File: src/rtl/apb_rr_arbiter.sv
// Round-robin arbiter sharing one APB slave between two req/ack masters.
// Ports: pclk/preset, m0_*/m1_* request side, p* APB side, busy/gnt status.
module apb_rr_arbiter #(
  parameter int ADDR_WIDTH = 3,
  parameter int TIMEOUT    = 16
) (
  input  logic                  pclk,
  input  logic                  preset,
  input  logic                  m0_req,
  input  logic                  m0_we,
  input  logic [ADDR_WIDTH-1:0] m0_addr,
  input  logic [31:0]           m0_wdata,
  input  logic [3:0]            m0_strb,
  output logic                  m0_ack,
  output logic                  m0_err,
  output logic [31:0]           m0_rdata,
  input  logic                  m1_req,
  input  logic                  m1_we,
  input  logic [ADDR_WIDTH-1:0] m1_addr,
  input  logic [31:0]           m1_wdata,
  input  logic [3:0]            m1_strb,
  output logic                  m1_ack,
  output logic                  m1_err,
  output logic [31:0]           m1_rdata,
  output logic [ADDR_WIDTH-1:0] paddr,
  output logic                  psel,
  output logic                  penable,
  output logic                  pwrite,
  output logic [31:0]           pwdata,
  output logic [3:0]            pstrb,
  input  logic [31:0]           prdata,
  input  logic                  pready,
  input  logic                  pslverr,
  output logic                  busy,
  output logic                  gnt
);

  typedef enum logic [1:0] {
    IDLE,
    SETUP,
    ACCESS
  } state_t;

  localparam logic [7:0] TMO_LAST = 8'(TIMEOUT - 1);

  state_t state;
  logic   last;
  logic [7:0] cnt;

  logic el0;
  logic el1;
  logic any_el;
  logic pick;
  logic [ADDR_WIDTH-1:0] g_addr;
  logic g_we;
  logic [31:0] g_wdata;
  logic [3:0]  g_strb;
  logic tmo_hit;
  logic done;
  logic d_err;
  logic [31:0] d_rdata;

  // A requester being acked this cycle still shows its stale req.
  assign el0    = m0_req & ~m0_ack;
  assign el1    = m1_req & ~m1_ack;
  assign any_el = el0 | el1;

  // On contention the requester not served last wins.
  assign pick = (el0 & el1) ? ~last : el1;

  assign g_addr  = pick ? m1_addr  : m0_addr;
  assign g_we    = pick ? m1_we    : m0_we;
  assign g_wdata = pick ? m1_wdata : m0_wdata;
  assign g_strb  = pick ? m1_strb  : m0_strb;

  assign tmo_hit = (cnt == TMO_LAST);
  assign done    = pready | tmo_hit;
  // A real response beats a coincident timeout.
  assign d_err   = pready ? pslverr : 1'b1;
  assign d_rdata = (pready & ~pwrite) ? prdata : '0;

  always_ff @(posedge pclk) begin
    if (preset) begin
      state    <= IDLE;
      last     <= 1'b1;
      cnt      <= '0;
      psel     <= 1'b0;
      penable  <= 1'b0;
      pwrite   <= 1'b0;
      paddr    <= '0;
      pwdata   <= '0;
      pstrb    <= '0;
      busy     <= 1'b0;
      gnt      <= 1'b0;
      m0_ack   <= 1'b0;
      m0_err   <= 1'b0;
      m0_rdata <= '0;
      m1_ack   <= 1'b0;
      m1_err   <= 1'b0;
      m1_rdata <= '0;
    end else begin
      m0_ack <= 1'b0;
      m1_ack <= 1'b0;
      unique case (state)
        IDLE: begin
          if (any_el) begin
            state   <= SETUP;
            psel    <= 1'b1;
            penable <= 1'b0;
            busy    <= 1'b1;
            gnt     <= pick;
            paddr   <= g_addr;
            pwrite  <= g_we;
            pwdata  <= g_we ? g_wdata : '0;
            pstrb   <= g_we ? g_strb : '0;
          end
        end
        SETUP: begin
          state   <= ACCESS;
          penable <= 1'b1;
          cnt     <= '0;
        end
        ACCESS: begin
          if (done) begin
            state   <= IDLE;
            psel    <= 1'b0;
            penable <= 1'b0;
            busy    <= 1'b0;
            last    <= gnt;
            if (gnt) begin
              m1_ack   <= 1'b1;
              m1_err   <= d_err;
              m1_rdata <= d_rdata;
            end else begin
              m0_ack   <= 1'b1;
              m0_err   <= d_err;
              m0_rdata <= d_rdata;
            end
          end else begin
            cnt <= cnt + 8'd1;
          end
        end
        default: state <= IDLE;
      endcase
    end
  end

endmodule

File: config.mk
export PLATFORM = sky130hd
export DESIGN_NAME = apb_rr_arbiter
export DESIGN_NICKNAME = d
export VERILOG_FILES = /design/src/rtl/apb_rr_arbiter.sv
export SDC_FILE = /design/constraint.sdc
export NUM_CORES = 1
export LEC_CHECK = 0
export BUFFER_PORTS_ARGS = -buffer_cell sky130_fd_sc_hd__buf_2
export CAP_MARGIN = 20
export CELL_PAD_IN_SITES_DETAIL_PLACEMENT = 1
export CELL_PAD_IN_SITES_GLOBAL_PLACEMENT = 1
export CORE_ASPECT_RATIO = 1.4
export CORE_UTILIZATION = 31
export CTS_CLUSTER_SIZE = 8
export DETAILED_ROUTE_END_ITERATION = 7
export PLACE_DENSITY_LB_ADDON = 0.05
export SLEW_MARGIN = 25
export SYNTH_ARGS = -nofsm -noshare
export SYNTH_HDL_FRONTEND = slang
export SYNTH_SLANG_ARGS = --single-unit
File: constraint.sdc
create_clock -name pclk -period 2.4 [get_ports pclk]
set_input_delay 0.12 -clock pclk [delete_from_list [all_inputs] [get_ports pclk]]
set_output_delay 0.12 -clock pclk [all_outputs]
set_load 0.05 [all_outputs]
==> reports/qor.csv <==
metric,value,unit
Synth Cell Area,4680,sq um
Simple-Gate Fraction of Synth Area,8.61,%
initial drt markers,126,
num rows,52,
commonest register cell after synthesis,dfxtp_1,
maximum vdd drop,0.366,mV
DRC viols,0,
Area Growth Syn to Fin,59.0,%
Pins Over Slew Limit,0,
final wirelength,16600,microns
first-pass GRT wire length,26300,microns
"Cell Count, Final, Fillers Out",956,
core area,14600,sq um
combinational power share,14.9,%
CTS tree,built,
initial antenna violation count,0,
final setup skew,11.7,ps
Reg power frac,37.1,%
PostCTS Resize Cnt,0,
WP data arrival,2470,ps
largest family of logic cells by synthesized area,compound AO/OA/AOI/OAI gates,
RSZ-0062 raised after global routing,no,
Routed Antenna Nets,0,
Starting Density,32.1,%
Switching Power,1.54,mW
slew margin rel.,39.2,%
clk sinks,122,
DR WL/cell,17.3,microns
Yosys cell types,51,
Via density,4.92,
Setup TNS,0,ps
Sw Ratio,26.6,%
clk buf depth,2,
Clock transition at path regs,60,ps
crit-path max cell delay,590,ps
compound-gate portion of the synthesized area,25.8,%
post-synthesis mux area share,8.34,%
CP Max Fanout,27,
Post-Place Cell Area,5980,sq um
fillcell total,1669,
"FFs w/ async S/R, synth",0,%
Max Clock Freq,457,MHz
area of the die,15600,sq um
Setup WS pre-CTS,377,ps
multi-input combinational cell area,2050,sq um
CTS Buf Count,17,
critical path class,flop to flop,
Leakage,3.48,nW
clock latency on the worst-skew pair,410,ps
# hold bufs at CTS,81,
DP HPWL,11000,microns
num ports,230,
Final Hold Viols,1,
Synth Warn #,0,
Global Route Usage Sum,21.5,%
crit-path cells,nand3b_1 > nand2_2 > buf_12 > mux2i_1 > dlygate4sd3_1 > o2bb2ai_1,
design internal power,4.26,mW
failing checks,negative hold slack,
Least-Margin Pin Slew,910,ps
die width,106,microns
Mean Syn Cell Area,10.4,sq um
post-synthesis xor/xnor area fraction,0.374,%
antenna cells,0,
sequential element share of the synthesized area,52.2,%
CP required,2690,ps
crit end category,flop,
Slowest cell on crit path,dlygate4sd3_1,
Cells after Synth,449,
min-delay worst type,input pin to flop,
gpl congestion,0.797,
root buf cell,clkbuf_16,
Post-CTS Setup Inserts,0,
gr ovfl total,0,
share of cells above drive strength 1,37.4,%
adder-cell share of the synthesized area,0.267,%
vias in the first global route,5220,
Register Area,2440,sq um
IO buf count,229,
"EDFF count, synth",0,
final net count,873,
Worst setup SP type,flop,
Vias,4706,
Post-Route Hold Slack,-6.06,ps
DP Cell Count,843,
final worst slack,212,ps
number of synthesized register bits,122,
status,"complete, but fails checks",
min cycle time layout,2190,ps
post-route cell area,7440,sq um
largest net degree at the start of global routing,37,
syn nets,568,
Power per Cell Area,780,nW/um^2
Final setup viols,0,
Max-Cap Viols,0,
die height,147,microns
Pre-antenna DRT Iters,4,
fin crit share,91.2,%
Clock power frac,48.1,%
H-tree depth,4,
## cells in the mapped netlist, types with 2 or more instances
library cell  instances  share of area (%)
clkbuf_2              2               0.21
a21oi_1              40                4.3
a31o_2                2               0.37
buf_4                 5               0.80
a31oi_1               3               0.40
nand4_1               3               0.40
o21ai_0              34                3.6
nand3_1               8               0.86
nor3_2                3               0.64
mux2i_1              39                8.3
o21ai_1               2               0.21
nand2_1              37                3.0
buf_6                 4               0.96
o211ai_1              2               0.32
buf_2                14                1.5
nand2b_1              5               0.67
nor2b_1               3               0.40
dfxtp_1             122                 52
o2bb2ai_1            36                6.7
a211oi_1              2               0.32
nor2_1                8               0.64
a22o_1               32                6.0
and3_1                2               0.27
nor3b_1               2               0.32
clkbuf_1             11               0.88
nand3b_1              3               0.48
## logic make-up (layout without fill, tap and decap cells)
kind of cell,count (synthesis),in the layout
AO/OA/AOI/OAI,168,168
flip-flops,122,122
AND/OR/NAND/NOR,80,80
multiplexers,39,39
buffers and inverters,37,355
XOR/XNOR,2,2
adder cells (fa/ha/maj),1,1
## registers in the layout, summed over array words and instances (netlist names)
register  count
m0_rdata     32
m1_rdata     32
pwdata       32
cnt           8
pstrb         4
paddr         3
state         2
busy          1
gnt           1
last          1
m0_ack        1
m0_err        1
m1_ack        1
m1_err        1
penable       1
pwrite        1
## worst paths after layout
kind / from / to / slack (ps) / cells after the start
hold / removal: m0_wdata[1] / pwdata[1] / -6 / 3
setup reg to reg: m0_ack / pwdata[20] / 210 / 6
hold reg to reg: pwdata[20] / pwdata[20] / 460 / 1
setup / recovery: m0_ack / pwdata[20] / 210 / 6
## placed cells by master, fill, tap and decap left out, drive strengths merged, types with 2 or more instances in the layout
cell	count
nor2b	3
a21oi	42
a22o	32
nand2	37
o2bb2ai	36
nand4	3
a211oi	3
a21o	2
bufinv	4
and3	2
mux2i	39
dlygate4sd3	81
clkinv	3
nor3b	2
buf	241
nand3	8
nand3b	3
nor2	8
a31oi	3
clkbuf	20
o211ai	2
inv	4
a31o	2
nor3	4
clkinvlp	2
nand2b	5
o21ai	37
dfxtp	122
## worst max-delay path, delay by kind of cell, from the launching register on
family,cells,cell delay (ps)
muxes,1,200
DFF,1,310
and+or+nand+nor,2,620
buffers and inverters,2,860
AOI/OAI and AO/OA,1,60
## per-layer routing
layer,wire length (microns),up-vias,global-route usage [%]
met5,0,-,0
met4,175,0,6.25
met1,6370,2242,22.1
met2,8900,174,41.2
met3,1120,12,6.70
li1,-,2278,-
## power groups by stage
| stage | logic (mW) | registers, mW | clock network [mW] |
|---|---|---|---|
| after floorplan | 0.259 | 2.42 | 0 |
| after global placement | 0.732 | 2.19 | 0 |
| after detailed placement | 0.746 | 2.20 | 0 |
| after CTS | 0.864 | 2.15 | 2.85 |
| after global routing | 0.921 | 2.16 | 2.95 |
| final | 0.864 | 2.15 | 2.79 |
## metrics by stage
| stage | util [%] | power [mW] |
|---|---|---|
| after floorplan | - | 2.68 |
| after global placement | 41.0 | 2.93 |
| after detailed placement | 41.0 | 2.94 |
| after CTS | 51.1 | 5.87 |
| after global routing | 51.1 | 6.03 |
| final | 51.1 | 5.81 |
## area by class of cell
cell class	count	share of cell area [%]
clock buffer	20	6.27
inverter	1	0.0504
timing repair buffer	322	27.7
multi-input combinational	290	27.5
sequential	122	32.8
clock inverter	12	2.47
tap	189	3.18
No activity file was read; power rests on OpenSTA's default activity.
